==> src/rtl/cam_pkg.sv <==
// Shared definitions for the camera pixel-bus generator and capture blocks:
// FSM states, default frame timing and RGB444 byte packing.
package cam_pkg;

    typedef enum logic [2:0] {
        S_IDLE,
        S_VSYNC,
        S_VBACK,
        S_ACTIVE,
        S_HBLANK,
        S_VFRONT
    } cam_state_t;

    localparam int DEF_AW          = 15;
    localparam int DEF_H_ACTIVE    = 160;
    localparam int DEF_V_ACTIVE    = 120;
    localparam int DEF_H_BLANK     = 144;
    localparam int DEF_VSYNC_LINES = 3;
    localparam int DEF_V_BACK      = 17;
    localparam int DEF_V_FRONT     = 10;

    localparam int         BYTES_PER_PX = 2;
    localparam logic [3:0] RGB444_PAD   = 4'h0;

    // First byte on the bus carries red in its low nibble.
    function automatic logic [7:0] rgb444_hi(input logic [11:0] px);
        return {RGB444_PAD, px[11:8]};
    endfunction

    function automatic logic [7:0] rgb444_lo(input logic [11:0] px);
        return px[7:0];
    endfunction

endpackage

==> src/rtl/cam_timing_cnt.sv <==
// PCLK divider plus position counters: PCLK period within a line and
// line-time within the current frame period, with end-of-line/period strobes.
module cam_timing_cnt #(
    parameter int LINE_LEN = 464,
    parameter int CW       = 9,
    parameter int LW       = 7
) (
    input  logic          clk,
    input  logic          rst,
    input  logic          run,
    input  logic [LW-1:0] period_len,
    output logic          pclk,
    output logic          tick,
    output logic [CW-1:0] pclk_cnt,
    output logic          eol,
    output logic          eop
);

    logic [LW-1:0] line_cnt;

    // tick marks the clk edge on which PCLK falls; all bus updates happen there.
    assign tick = run & pclk;
    assign eol  = tick && (pclk_cnt == CW'(LINE_LEN - 1));
    assign eop  = eol && (line_cnt == period_len - 1'b1);

    // NOTE: sequential state uses non-blocking assignments so every register
    // samples pre-edge values regardless of statement order.
    always_ff @(posedge clk or negedge rst) begin
        if (!rst) begin
            pclk     <= 1'b0;
            pclk_cnt <= '0;
            line_cnt <= '0;
        end else begin
            pclk <= run ? ~pclk : 1'b0;
            if (tick) begin
                pclk_cnt <= eol ? '0 : pclk_cnt + 1'b1;
                if (eop)
                    line_cnt <= '0;
                else if (eol)
                    line_cnt <= line_cnt + 1'b1;
            end
        end
    end

endmodule

==> src/rtl/cam_stream_gen.sv <==
// OV7670-style RGB444 transmitter: reads pixels from a synchronous frame
// memory and drives the PCLK/VSYNC/HREF/byte stream a capture block expects.
module cam_stream_gen
    import cam_pkg::*;
#(
    parameter int AW          = DEF_AW,
    parameter int H_ACTIVE    = DEF_H_ACTIVE,
    parameter int V_ACTIVE    = DEF_V_ACTIVE,
    parameter int H_BLANK     = DEF_H_BLANK,
    parameter int VSYNC_LINES = DEF_VSYNC_LINES,
    parameter int V_BACK      = DEF_V_BACK,
    parameter int V_FRONT     = DEF_V_FRONT
) (
    input  logic          clk,
    input  logic          rst,
    input  logic          start,
    input  logic          continuous,
    input  logic          stop,
    output logic [AW-1:0] rd_addr,
    input  logic [11:0]   rd_data,
    output logic          CAM_PCLK,
    output logic          CAM_VSYNC,
    output logic          CAM_HREF,
    output logic [7:0]    CAM_px_data,
    output logic          busy,
    output logic          frame_done
);

    localparam int LINE_LEN  = BYTES_PER_PX * H_ACTIVE + H_BLANK;
    localparam int CW        = $clog2(LINE_LEN);
    localparam int V_MAX_A   = (V_ACTIVE > VSYNC_LINES) ? V_ACTIVE : VSYNC_LINES;
    localparam int V_MAX_B   = (V_BACK > V_FRONT) ? V_BACK : V_FRONT;
    localparam int V_MAX     = (V_MAX_A > V_MAX_B) ? V_MAX_A : V_MAX_B;
    localparam int LW        = $clog2(V_MAX + 1);
    localparam logic [AW-1:0] LAST_ADDR = AW'(H_ACTIVE * V_ACTIVE - 1);

    cam_state_t    state;
    logic          stop_pending;
    logic [11:0]   px_hold;
    logic [LW-1:0] period_len;
    logic [CW-1:0] pclk_cnt;
    logic          tick;
    logic          eol;
    logic          eop;

    // NOTE: every variable assigned in always_comb gets a default first so
    // no path leaves it unassigned and no latch is inferred.
    always_comb begin
        period_len = LW'(V_ACTIVE);
        case (state)
            S_VSYNC:  period_len = LW'(VSYNC_LINES);
            S_VBACK:  period_len = LW'(V_BACK);
            S_VFRONT: period_len = LW'(V_FRONT);
            default:  period_len = LW'(V_ACTIVE);
        endcase
    end

    cam_timing_cnt #(
        .LINE_LEN (LINE_LEN),
        .CW       (CW),
        .LW       (LW)
    ) u_timing (
        .clk        (clk),
        .rst        (rst),
        .run        (busy),
        .period_len (period_len),
        .pclk       (CAM_PCLK),
        .tick       (tick),
        .pclk_cnt   (pclk_cnt),
        .eol        (eol),
        .eop        (eop)
    );

    always_ff @(posedge clk or negedge rst) begin
        if (!rst) begin
            state        <= S_IDLE;
            busy         <= 1'b0;
            stop_pending <= 1'b0;
            frame_done   <= 1'b0;
            rd_addr      <= '0;
            px_hold      <= '0;
            CAM_VSYNC    <= 1'b0;
            CAM_HREF     <= 1'b0;
            CAM_px_data  <= '0;
        end else begin
            frame_done <= 1'b0;
            if (busy && stop)
                stop_pending <= 1'b1;

            unique case (state)
                S_IDLE: begin
                    if (start) begin
                        state   <= S_VSYNC;
                        busy    <= 1'b1;
                        rd_addr <= '0;
                    end
                end
                S_VSYNC: if (tick) begin
                    CAM_VSYNC <= 1'b1;
                    if (eop)
                        state <= S_VBACK;
                end
                S_VBACK: if (tick) begin
                    CAM_VSYNC <= 1'b0;
                    if (eop)
                        state <= S_ACTIVE;
                end
                S_ACTIVE: if (tick) begin
                    CAM_HREF <= 1'b1;
                    // Even bytes latch the pixel that rd_addr has had two clks to fetch.
                    if (!pclk_cnt[0]) begin
                        px_hold     <= rd_data;
                        CAM_px_data <= rgb444_hi(rd_data);
                    end else begin
                        CAM_px_data <= rgb444_lo(px_hold);
                        if (rd_addr != LAST_ADDR)
                            rd_addr <= rd_addr + 1'b1;
                    end
                    if (pclk_cnt == CW'(BYTES_PER_PX * H_ACTIVE - 1))
                        state <= S_HBLANK;
                end
                S_HBLANK: if (tick) begin
                    CAM_HREF    <= 1'b0;
                    CAM_px_data <= '0;
                    if (eop)
                        state <= S_VFRONT;
                    else if (eol)
                        state <= S_ACTIVE;
                end
                S_VFRONT: if (tick && eop) begin
                    frame_done <= 1'b1;
                    if (continuous && !stop_pending) begin
                        state   <= S_VSYNC;
                        rd_addr <= '0;
                    end else begin
                        state        <= S_IDLE;
                        busy         <= 1'b0;
                        stop_pending <= 1'b0;
                    end
                end
                default: state <= S_IDLE;
            endcase
        end
    end

endmodule
==> config.mk <==
export PLATFORM = sky130hd
export DESIGN_NAME = cam_stream_gen
export DESIGN_NICKNAME = d
export VERILOG_FILES = /design/src/rtl/cam_pkg.sv /design/src/rtl/cam_timing_cnt.sv /design/src/rtl/cam_stream_gen.sv
export SDC_FILE = /design/constraint.sdc
export NUM_CORES = 1
export LEC_CHECK = 0
export CORE_UTILIZATION = 40
export DETAILED_ROUTE_END_ITERATION = 10
export PLACE_DENSITY = 0.6
export SLEW_MARGIN = 20
export SYNTH_ARGS = -nofsm -noshare
export SYNTH_HDL_FRONTEND = slang
export SYNTH_SLANG_ARGS = --single-unit
==> constraint.sdc <==
create_clock -name clk -period 3.56 [get_ports clk]
set_input_delay 0.712 -clock clk [delete_from_list [all_inputs] [get_ports clk]]
set_output_delay 0.712 -clock clk [all_outputs]
set_load 0.1 [all_outputs]
; Word-level counts from Yosys, hierarchy flattened
; Index checks and enable logic that the tools add are counted.
[word_totals]
regBits = 56
output_inout_bits = 28
elab_cells = 104
[op_classes]
n_addsub = 4
eq_ne = 23
muxes = 43
n_bitwise = 3
n_reduce_logical = 19
[ops]
columns = operator, count
row1 = two-way mux 15 bit, 6
row2 = case mux 15 bit (3 select lines), 1
row3 = two-way mux 3 bit, 11
row4 = two-way mux 8 bit, 3
row5 = "!= test 2 bit, second input constant", 12
row6 = case mux 7 bit (3 select lines), 1
row7 = "equality test 9 bit, second input constant", 2
row8 = case mux 3 bit (6 select lines), 1
row9 = case mux 8 bit (2 select lines), 1
row10 = "adder 15 x 1 -> 15 bit, second input constant", 1
row11 = "!= test 15 bit, second input constant", 1
row12 = two-way mux 7 bit, 2
row13 = two-way mux 1 bit, 13
row14 = AND reduction 10 bit, 1
row15 = "adder 9 x 1 -> 9 bit, second input constant", 1
row16 = two-way mux 9 bit, 1
row17 = AND reduction 3 bit, 3
row18 = nonzero test 2 bit, 4
row19 = "adder 7 x 1 -> 7 bit, second input constant", 1
row20 = equality test 7 bit, 1
row21 = AND reduction 7 bit, 1
row22 = "subtractor 7 x 1 -> 7 bit, second input constant", 1
row23 = "equality test 3 x 2 -> 1 bit, second input constant", 2
row24 = "equality test 3 bit, second input constant", 2
row25 = other kinds (12), 19

; Logic depth before layout (Yosys ltp)
; Gate-level depths: netlist of the first run.
[depth]
ltp_word = 8
depth_mapped = 11
depth_no_buf = 9

; Hierarchy
; Synthesis of the first run repeated with hierarchy kept, for this count alone.
[hier_totals]
hier_cells = 319
area_unflattened_um2 = 3163.0
[modules_own_cells]
columns = mod, n_inst, cells_each, area_per_inst_um2
row1 = cam_stream_gen, 1, 203, 2082.0
row2 = cam_timing_cnt, 1, 116, 1081.0

; Worst setup path after synthesis of the first run
; No wires, ideal clock.
[synth_timing]
kind = reg-to-reg
start = register busy
end = register rd_addr[3]
setup_time_ns = 0.124
arrival_time_ns = 2.736
required_time_ns = 3.436
setup_slack_ns = 0.700
path_stages_with_launch = 9
cell_sequence = dfrtp_1 -> and2_1 -> buf_2 -> nand3_1 -> a2111oi_4 -> a21oi_2 -> or2_1 -> buf_6 -> a211o_1
[synth_via]
elab_chain_cells = 6
word_cells_on_any_way = 7
classes_between = 2 x eq/ne / 1 x bitwise / 4 x reduce/logical
[synth_rtl]
columns = element, line_no
row1 = start: declaration, cam_stream_gen.sv:25  ; output logic busy,
row2 = start signal: assignment, cam_stream_gen.sv:77  ; busy <= 1'b0;
row3 = start signal: assignment, cam_stream_gen.sv:94  ; busy <= 1'b1;
row4 = start signal: assignment, cam_stream_gen.sv:137  ; busy <= 1'b0;
row5 = AND 1 bit (*), cam_timing_cnt.sv:22  ; assign tick = run & pclk;
row6 = logical AND 1 bit, cam_timing_cnt.sv:23  ; assign eol = tick && (pclk_cnt == CW'(LINE_LEN - 1));
row7 = logical AND 1 bit, cam_timing_cnt.sv:24  ; assign eop = eol && (line_cnt == period_len - 1'b1);
row8 = logical AND 1 bit, cam_stream_gen.sv:130  ; S_VFRONT: if (tick && eop) begin
row9 = != test 2 bit (no source line), --
row10 = AND reduction 7 bit (no source line) (*), --
row11 = end signal: assignment, cam_stream_gen.sv:117  ; rd_addr <= rd_addr + 1'b1;
row12 = end: declaration, cam_stream_gen.sv:19  ; output logic [AW-1:0] rd_addr,
; Every way passes the cells marked *; elsewhere a longest branch is shown, timed or not.
; A chain may end at the register's enable or synchronous reset.

; Worst setup path in the final report of the first run
[layout_timing]
start = register state[1]
end = register rd_addr[3]
[layout_via]
elab_chain_cells = 8
word_cells_on_any_way = 19
classes_between = 1 x add/sub / 11 x eq/ne / 2 x mux / 5 x reduce/logical
[layout_rtl]
columns = element, line_no
row1 = start: declaration, cam_stream_gen.sv:37  ; cam_state_t state;
row2 = start signal: assignment, cam_stream_gen.sv:76  ; state <= S_IDLE;
row3 = start signal: assignment, cam_stream_gen.sv:93  ; state <= S_VSYNC;
row4 = start signal: assignment, cam_stream_gen.sv:101  ; state <= S_VBACK;
row5 = "equality test 3 bit, or another cell as far along", "cam_stream_gen.sv:50, cam_stream_gen.sv:90"
row6 = case mux 7 bit (3 select lines), cam_stream_gen.sv:50  ; case (state)
row7 = subtractor 7 x 1 -> 7 bit, cam_timing_cnt.sv:24
row8 = equality test 7 bit, cam_timing_cnt.sv:24
row9 = logical AND 1 bit, cam_timing_cnt.sv:24
row10 = logical AND 1 bit, cam_stream_gen.sv:130
row11 = != test 2 bit (no source line), --
row12 = AND reduction 7 bit (no source line), --
; Parallel ways exist; a longest one is shown, timed or not.

==> flow_metrics.tcl, run 1 <==
set metrics [dict create \
    nFillCells 726 \
    pre_cts_slack_ps 588.9 \
    leakage_nw 1.591 \
    clk_latency_ps 320 \
    final_cell_area_um2 3650 \
    synth_area_um2 3032 \
    postSynthAreaPerCell_um2 9.717 \
    cts_tree "done" \
    die_area_um2 7932 \
    drt_wl_total_um 6901 \
    path_delay_family "compound AO/OA/AOI/OAI gates" \
    worst_pin_slew_ps 985.0 \
    critPathArrivalTime_ps 3210 \
    setup_violations 0 \
    remaining_drc_errors 0 \
    cts-root-buf "clkbuf_8" \
    final_util 0.5005 \
    syn_inst 312 \
    slowest_stage "dfrtp_1" \
    hold_path_class "primary input to async pin" \
    rsz0062_at_grt "false" \
    path_common_cell "or2_1" \
    fin_skew_ps 7.189 \
    tns_ps 0 \
    fmax_mhz 333.2 \
    fin_nets 375 \
    start_kind "flip-flop" \
    drt_iter0_drc 144 \
    async_flop_share 1.000 \
    synthSimpleGateAreaFrac 0.2167 \
    post_cts_buffers 0 \
    crit_fanout 20 \
    placed_area_um2 3555 \
    maxSlewViolCount 0 \
    slew_headroom 0.3413 \
    grt_overflow_total 0 \
    via_count 2480 \
    port_buffers 44 \
    rows 31 \
    antenna_found_initial 0 \
    drive_above_1_share 0.09014 \
    htree_levels 2 \
    clockBufferDepth 2 \
    mostFrequentLayoutCells "dfrtp_1 (56), clkdlybuf4s50_1 (43), nand2_1 (30)" \
    die_w_um 89.06 \
    regArea_um2 1401 \
    ys_seq_elements 56 \
    diodes 0 \
    synth_mux_area_frac 0.05283 \
    crit_chain "xnor2_2, or2_1, ha_1, nor4b_1, a211oi_1, o221ai_2, a21oi_2, or2_1, a211o_1" \
    numCtsBuffers 5 \
    multiInputGateArea_um2 1526 \
    maxCapViolCount 0 \
    crit_buf_inv 0 \
    synthXorXnorAreaFrac 0.04292 \
    synth_flop_cell "dfrtp_1" \
    synth_top_family_by_area "simple AND/OR/NAND/NOR gates" \
    p_per_area_nw_per_um2 435.4 \
    vdd_drop_max_v 0.0005145 \
    yosysUniqueCellTypes 55 \
    grt_pass1_vias 2265 \
    synthAdderAreaFrac 0.01651 \
    synth_enable_flop_cells 0 \
    die_y_um 89.06 \
    period_minus_slack_ps 3002 \
    setup_slack_ps 558.4 \
    start_util 0.4158 \
    wl_per_cell_um 15.20 \
    cts.reportedPaths.clkPinSlew_ps 110 \
    area_growth_pct 20.39 \
    gp_congestion 0.8647 \
    slowest_delay_ps 740 \
    dr.pass1.iters 4 \
    grt_pass1_wl_um 11090 \
    final_common_cell "dfrtp_1" \
    finalHoldViolations 0 \
    worst_ep_required_time_ps 3770 \
    yosysSeqAreaShare 0.4622 \
    synth_compound_area_frac 0.1746 \
    dpl.hpwl_um 4959 \
    crit_path_end_kind "flip-flop" \
    final_antenna_net_count 0 \
    core_um2 7292 \
    cts_hold_buf 0 \
    cts_resized 0 \
    synth_warnings 0 \
    pin_count 45 \
    fin_crit_sh 0.8432 \
    cts_sinks 56 \
    grt_max_degree 39 \
    status "completed" \
    synth.net_count 333 \
    worstSetupPathType "flip-flop to flip-flop" \
    via_per_inst 5.463 \
    grt_usage 0.1845 \
]
==> cell families (layout without fill, tap and decap cells) <==
family,Yosys count,count (layout)
AND/OR/NAND/NOR,128,128
AO/OA/AOI/OAI,74,74
XOR/XNOR,14,14
flip-flops,56,56
multiplexers,15,15
buffers and inverters,21,64
adder cells (fa/ha/maj),4,4
==> layout make-up <==
class                           count  area share
Sequential cell                    56      0.3840
Multi-Input combinational cell    235      0.4182
Clock buffer                        5     0.01885
Inverter                            6    0.006171
Clock inverter                      3    0.007199
Timing Repair Buffer               50      0.1316
Tap cell                           99     0.03394
==> final timing paths <==
check,to,start,slack (ps),cells after the start
worst max-delay path,rd_addr[3],state[1],560,9
worst min-delay path,u_timing.line_cnt[2],rst,480,1
worst max register to register,rd_addr[3],state[1],560,9
worst min register to register,u_timing.pclk,u_timing.pclk,500,1
max in group asynchronous,rd_addr[3],rst,2310,2
min in group clk,u_timing.pclk,u_timing.pclk,500,1
==> per-stage QoR <==
stage	power [mW]	std cells	hold WS [ps]
final	1.589	454	480.2
after CTS	1.606	454	495.6
after floorplan	1.105	312	416.4
after global routing	1.679	454	517.8
after global placement	1.217	446	466.8
after detailed placement	1.227	446	475.0
==> layer usage <==
| layer | global-route usage | vias to the layer above | share of wire |
|---|---|---|---|
| met3 | 0.03509 | 7 | 0.049 |
| met2 | 0.2790 | 64 | 0.46 |
| met1 | 0.2646 | 1170 | 0.48 |
| met4 | 0.06638 | 0 | 0.016 |
| li1 | - | 1239 | - |
| met5 | 0 | - | 0 |
==> flip-flops by register name, indices dropped and copies added, names as in the netlist, 3 cells and up <==
name               flops
CAM_px_data            8
rd_addr               15
state                  3
u_timing.line_cnt      7
px_hold                8
u_timing.pclk_cnt      9
==> cell usage after synthesis (2+ instances only) <==
cell	n	area (um2)
dfrtp_1	56	1401
buf_2	5	25.02
nor4_1	4	25.02
and2_1	4	25.02
nand2_1	30	112.6
a22o_1	5	43.79
nand4_1	7	43.79
xor2_1	9	78.83
a211o_1	3	26.28
clkbuf_1	6	22.52
o32a_1	5	50.05
nor2_1	24	90.09
a21o_1	8	60.06
nor3_1	10	50.05
nand3_1	22	110.1
nor2b_1	3	18.77
or3_1	2	12.51
o21ai_1	3	15.01
nand2b_1	3	18.77
and3_1	6	37.54
mux2_2	8	90.09
buf_6	2	22.52
nor4b_1	3	26.28
mux2i_1	7	70.07
or2_1	2	12.51
inv_1	5	18.77
o31ai_1	6	45.04
ha_1	4	50.05
a31oi_1	3	18.77
o21ai_0	20	100.1
xnor2_1	4	35.03
a211oi_1	2	15.01
a21oi_1	9	45.04
==> power by group <==
group	internal, mW	total, mW	leakage, nW	switching (mW)
Combinational	0.183	0.466	0.817	0.283
Sequential	0.680	0.750	0.731	0.0700
Clock	0.144	0.373	0.0423	0.229
Total	1.01	1.59	1.59	0.582
==> worst reg2reg max path: stages (launching register included) <==
cell and delay, ps:
dfrtp_1 740, xnor2_2 150, or2_1 250, ha_1 240, nor4b_1 270, a211oi_1 100, o221ai_2 280, a21oi_2 200
or2_1 360, a211o_1 320
Note: power is estimated with default switching activity, not from simulation.
==> run 2: changes to the inputs <==
Settings changed: PLACE_DENSITY 0.6 to 0.62.
Clock period 3.56 ns to 2.65 ns, I/O delays scaled along.
==> run 2 against run 1 <==
- core utilization is 1.2 points higher
- setup slack got worse by 450 ps
- clock skew increased by 5.6 ps
- critical path type unchanged
- largest power group unchanged
==> flow_metrics.tcl, run 2 (synthesis results as in run 1) <==
set metrics [dict create \
    grt_usage 0.1895 \
    drt_wl_total_um 7026 \
    start_util 0.4158 \
    fin_skew_ps 12.81 \
    final_common_cell "dfrtp_1" \
    period_minus_slack_ps 2546 \
    cts_sinks 56 \
    crit_fanout 7 \
    leakage_nw 1.718 \
    maxSlewViolCount 0 \
    largest_reg_flops 15 \
    grt_overflow_total 0 \
    drt_iter0_drc 121 \
    rows 31 \
    clockBufferDepth 2 \
    setup_violations 0 \
    worst_r2r_endpoint "rd_addr[3]" \
    pre_cts_slack_ps 127.5 \
    via_per_inst 5.571 \
    cp-startpoint "state[1]" \
    pin_count 45 \
    fin_crit_sh 0.9607 \
    slew_headroom 0.5128 \
    final_antenna_net_count 0 \
    setup_slack_ps 104.1 \
    remaining_drc_errors 0 \
    grt_max_degree 30 \
    die_y_um 89.06 \
    clk_latency_ps 330 \
    mostFrequentLayoutCells "dfrtp_1 (50), buf_4 (49), nand2_1 (30)" \
    rsz0062_at_grt "true" \
    hold_path_class "primary input to async pin" \
    wl_per_cell_um 14.92 \
    cts_hold_buf 0 \
    status "completed" \
    r2r_slack_ps 100 \
    crit_path_end_kind "flip-flop" \
    finalHoldViolations 0 \
    critPathArrivalTime_ps 2770 \
    tns_ps 0 \
    area_growth_pct 23.32 \
    cts_tree "done" \
    diodes 0 \
    drive_above_1_share 0.2312 \
    gp_congestion 0.7873 \
    fin_nets 392 \
    p_per_area_nw_per_um2 594.3 \
    dr.pass1.iters 4 \
    numCtsBuffers 5 \
    nFillCells 715 \
    worst_ep_required_time_ps 2880 \
    htree_levels 2 \
    whs_ps 224.2 \
    grt_pass1_wl_um 11500 \
    final_util 0.5127 \
    final_cell_area_um2 3739 \
    r2r-start "state[1]" \
    core_um2 7292 \
    r2r_cells 9 \
    port_buffers 44 \
    maxCapViolCount 0 \
    placed_area_um2 3625 \
    regMostFlops "rd_addr" \
    die_area_um2 7932 \
    vdd_drop_max_v 0.0002972 \
    worst_pin_slew_ps 724.1 \
    grt_pass1_vias 2341 \
    dpl.hpwl_um 5035 \
    via_count 2624 \
    cts-root-buf "clkbuf_8" \
    fmax_mhz 392.8 \
    antenna_found_initial 0 \
    start_kind "flip-flop" \
    top_regs "rd_addr (15), u_timing.pclk_cnt (9)" \
    cts.reportedPaths.clkPinSlew_ps 120 \
    die_w_um 89.06 \
    worstSetupPathType "flip-flop to flip-flop" \
]
run 2: layer usage:
layer / global-route usage / up-vias / part of all wire
met3: 0.04155 / 5 / 0.055
li1: - / 1263 / -
met2: 0.2902 / 80 / 0.47
met4: 0.06061 / 0 / 0.011
met5: 0 / - / 0
met1: 0.2684 / 1276 / 0.46
run 2: stage by stage:
step / std cells / total power, mW
global placement: 462 / 1.717
global route: 471 / 2.355
CTS: 470 / 2.235
floorplan: 312 / 1.486
detailed placement: 462 / 1.720
finish: 471 / 2.222
run 2: what timing repair did:
| item | CTS | global route |
|---|---|---|
| setup buffers | 0 | 1 |
| setup endpoints to repair | 0 | 1 |
| resized for setup | 0 | 4 |
run 2: cell type report:
type	count	area, um2	share of cell area
clock buffer	5	68.82	0.01841
multi-input combinational	235	1535	0.4106
timing repair buffer	67	554.3	0.1483
clock inverter	3	25.02	0.006693
sequential	56	1409	0.3768
tap	99	123.9	0.03313
inverter	6	22.52	0.006024
run 2: power breakdown:
group	internal [mW]	switching, mW
clock	0.194	0.314
sequential	0.916	0.0696
combinational	0.313	0.415
run 2: how the worst max path moves through the flow:
stage                       to  cells past startpoint
floorplan           rd_addr[3]                     11
global placement    rd_addr[3]                      9
detailed placement  rd_addr[3]                      9
CTS                 rd_addr[3]                      9
global route        rd_addr[3]                      9
finish              rd_addr[3]                      9
run 2: critical path, stage by stage, from the launching register on:
cell and delay, ps:
dfrtp_1 430, xnor2_2 150, or2_1 230, ha_1 310, xor2_1 130, nand2_1 110, a2111oi_4 390, a21oi_2 120
or2_4 290, a211o_1 290
==> run 3: changes to the inputs <==
Settings changed: REMOVE_ABC_BUFFERS set to 1.
==> run 3 against run 2 <==
- die area unchanged
- core utilization down 0.27 points
- critical endpoint unchanged
- highest routed layer unchanged
- cell area down 0.54%
- fmax up 0.11%
- worst hold slack worse by 80 ps
- power down 0.72%
- flip-flop and latch count unchanged
==> flow_metrics.tcl, run 3 (synthesis results as in run 1) <==
set metrics [dict create \
    cts_hold_buf 0 \
    die_w_um 89.06 \
    crit_path_end_kind "flip-flop" \
    fin_skew_ps 6.976 \
    drt_iter0_drc 157 \
    finalHoldViolations 0 \
    fmax_mhz 393.2 \
    grt_pass1_wl_um 11420 \
    final_common_cell "dfrtp_1" \
    fin_crit_sh 0.9597 \
    die_y_um 89.06 \
    cts_sinks 56 \
    via_count 2577 \
    path_common_cell "or2_4" \
    r2r_slack_ps 110 \
    critPathArrivalTime_ps 2750 \
    remaining_drc_errors 0 \
    leakage_nw 1.712 \
    dpl.hpwl_um 5012 \
    area_growth_pct 22.66 \
    dr.pass1.iters 4 \
    path_delay_family "compound AO/OA/AOI/OAI gates" \
    drt_wl_total_um 6939 \
    clk_latency_ps 310 \
    status "completed" \
    top_regs "rd_addr (15), u_timing.pclk_cnt (9)" \
    crit_fanout 7 \
    dp_cells 460 \
    antenna_found_initial 0 \
    p_per_area_nw_per_um2 593.2 \
    drive_above_1_share 0.2135 \
    grt_usage 0.1855 \
    worstSetupPathType "flip-flop to flip-flop" \
    grt_pass1_vias 2383 \
    worst_ep_required_time_ps 2860 \
    final_antenna_net_count 0 \
    mostFrequentLayoutCells "dfrtp_1 (55), buf_4 (48), nand2_1 (30)" \
    regMostFlops "rd_addr" \
    hold_path_class "primary input to async pin" \
    cts.reportedPaths.clkPinSlew_ps 110 \
    slew_headroom 0.5615 \
    gp_congestion 0.8388 \
    vdd_drop_max_v 0.0003717 \
    diodes 0 \
    largest_reg_flops 15 \
    rows 31 \
    setup_violations 0 \
    maxCapViolCount 0 \
    core_um2 7292 \
    via_per_inst 5.495 \
    start_util 0.4158 \
    htree_levels 2 \
    start_kind "flip-flop" \
    wl_per_cell_um 14.80 \
    final_util 0.5100 \
    period_minus_slack_ps 2543 \
    slowest_stage "dfrtp_2" \
    pin_count 45 \
    grt_max_degree 39 \
    fin_nets 390 \
    port_buffers 44 \
    crit_chain "xnor2_2, or2_4, ha_4, xor2_1, nand2_1, a2111oi_4, a21oi_2, or2_4, a211o_1" \
    slowest_delay_ps 450 \
    total_power_mw 2.206 \
    final_cells 469 \
    maxSlewViolCount 0 \
    cts_tree "done" \
    worst_pin_slew_ps 651.8 \
    numCtsBuffers 5 \
    cts-root-buf "clkbuf_8" \
    crit_buf_inv 0 \
    rsz0062_at_grt "false" \
    clockBufferDepth 2 \
    grt_overflow_total 0 \
    die_area_um2 7932 \
]
==> run 3: changes by cell type in the layout (fill, tap and decap cells not counted), sizes merged <==
cell,change
clkinv,+1
inv,-1
buf,-2
==> run 3: layer usage <==
metal	vias up	part of all wire	GRT usage
li1	1254	-	-
met1	1265	0.47	0.2528
met2	52	0.47	0.3091
met3	6	0.048	0.03970
met4	0	0.0078	0.03463
met5	-	0	0
==> run 3: stage by stage <==
| stage | instance area (um2) | setup TNS, ps | setup WS (ps) | hold slack, ps |
|---|---|---|---|---|
| 2_1_floorplan | 2950 | -564.1 | -179.4 | 234.4 |
| 3_3_place_gp | 3602 | 0 | 144.8 | 461.8 |
| 3_5_place_dp | 3602 | 0 | 76.32 | 468.6 |
| 4_1_cts | 3692 | 0 | 62.82 | 149.7 |
| 5_1_grt | 3719 | 0 | 16.01 | 150.1 |
| 6_report | 3719 | 0 | 106.8 | 144.2 |
==> run 3: final timing paths <==
kind / startpoint / to / cells past startpoint
setup / recovery: state[1] / rd_addr[3] / 9
max in group asynchronous: rst / state[1] / 2
hold / removal: rst / px_hold[3] / 1
setup reg to reg: state[1] / rd_addr[3] / 9
hold reg to reg: u_timing.pclk / u_timing.pclk / 1
min in group clk: u_timing.pclk / u_timing.pclk / 1
==> run 3: what timing repair did <==
| action | 4_1_cts | 5_1_grt |
|---|---|---|
| buffers inserted | 0 | 1 |
| setup endpoints to repair | 0 | 2 |
| resized for setup | 0 | 4 |
==> run 3: where the power goes <==
| group | total, mW | internal (mW) | switching [mW] |
|---|---|---|---|
| sequential | 0.985 | 0.914 | 0.0704 |
| clock | 0.481 | 0.189 | 0.293 |
| combinational | 0.740 | 0.323 | 0.417 |
| total | 2.21 | 1.43 | 0.780 |
==> run 3: final cells by class <==
type / instances / area (um2)
Inverter: 6 / 22.52
Tap cell: 99 / 123.9
Clock buffer: 5 / 68.82
Sequential cell: 56 / 1403
Clock inverter: 3 / 21.27
Multi-Input combinational cell: 235 / 1544
Timing Repair Buffer: 65 / 535.5
Fill cell: 726 / 3573
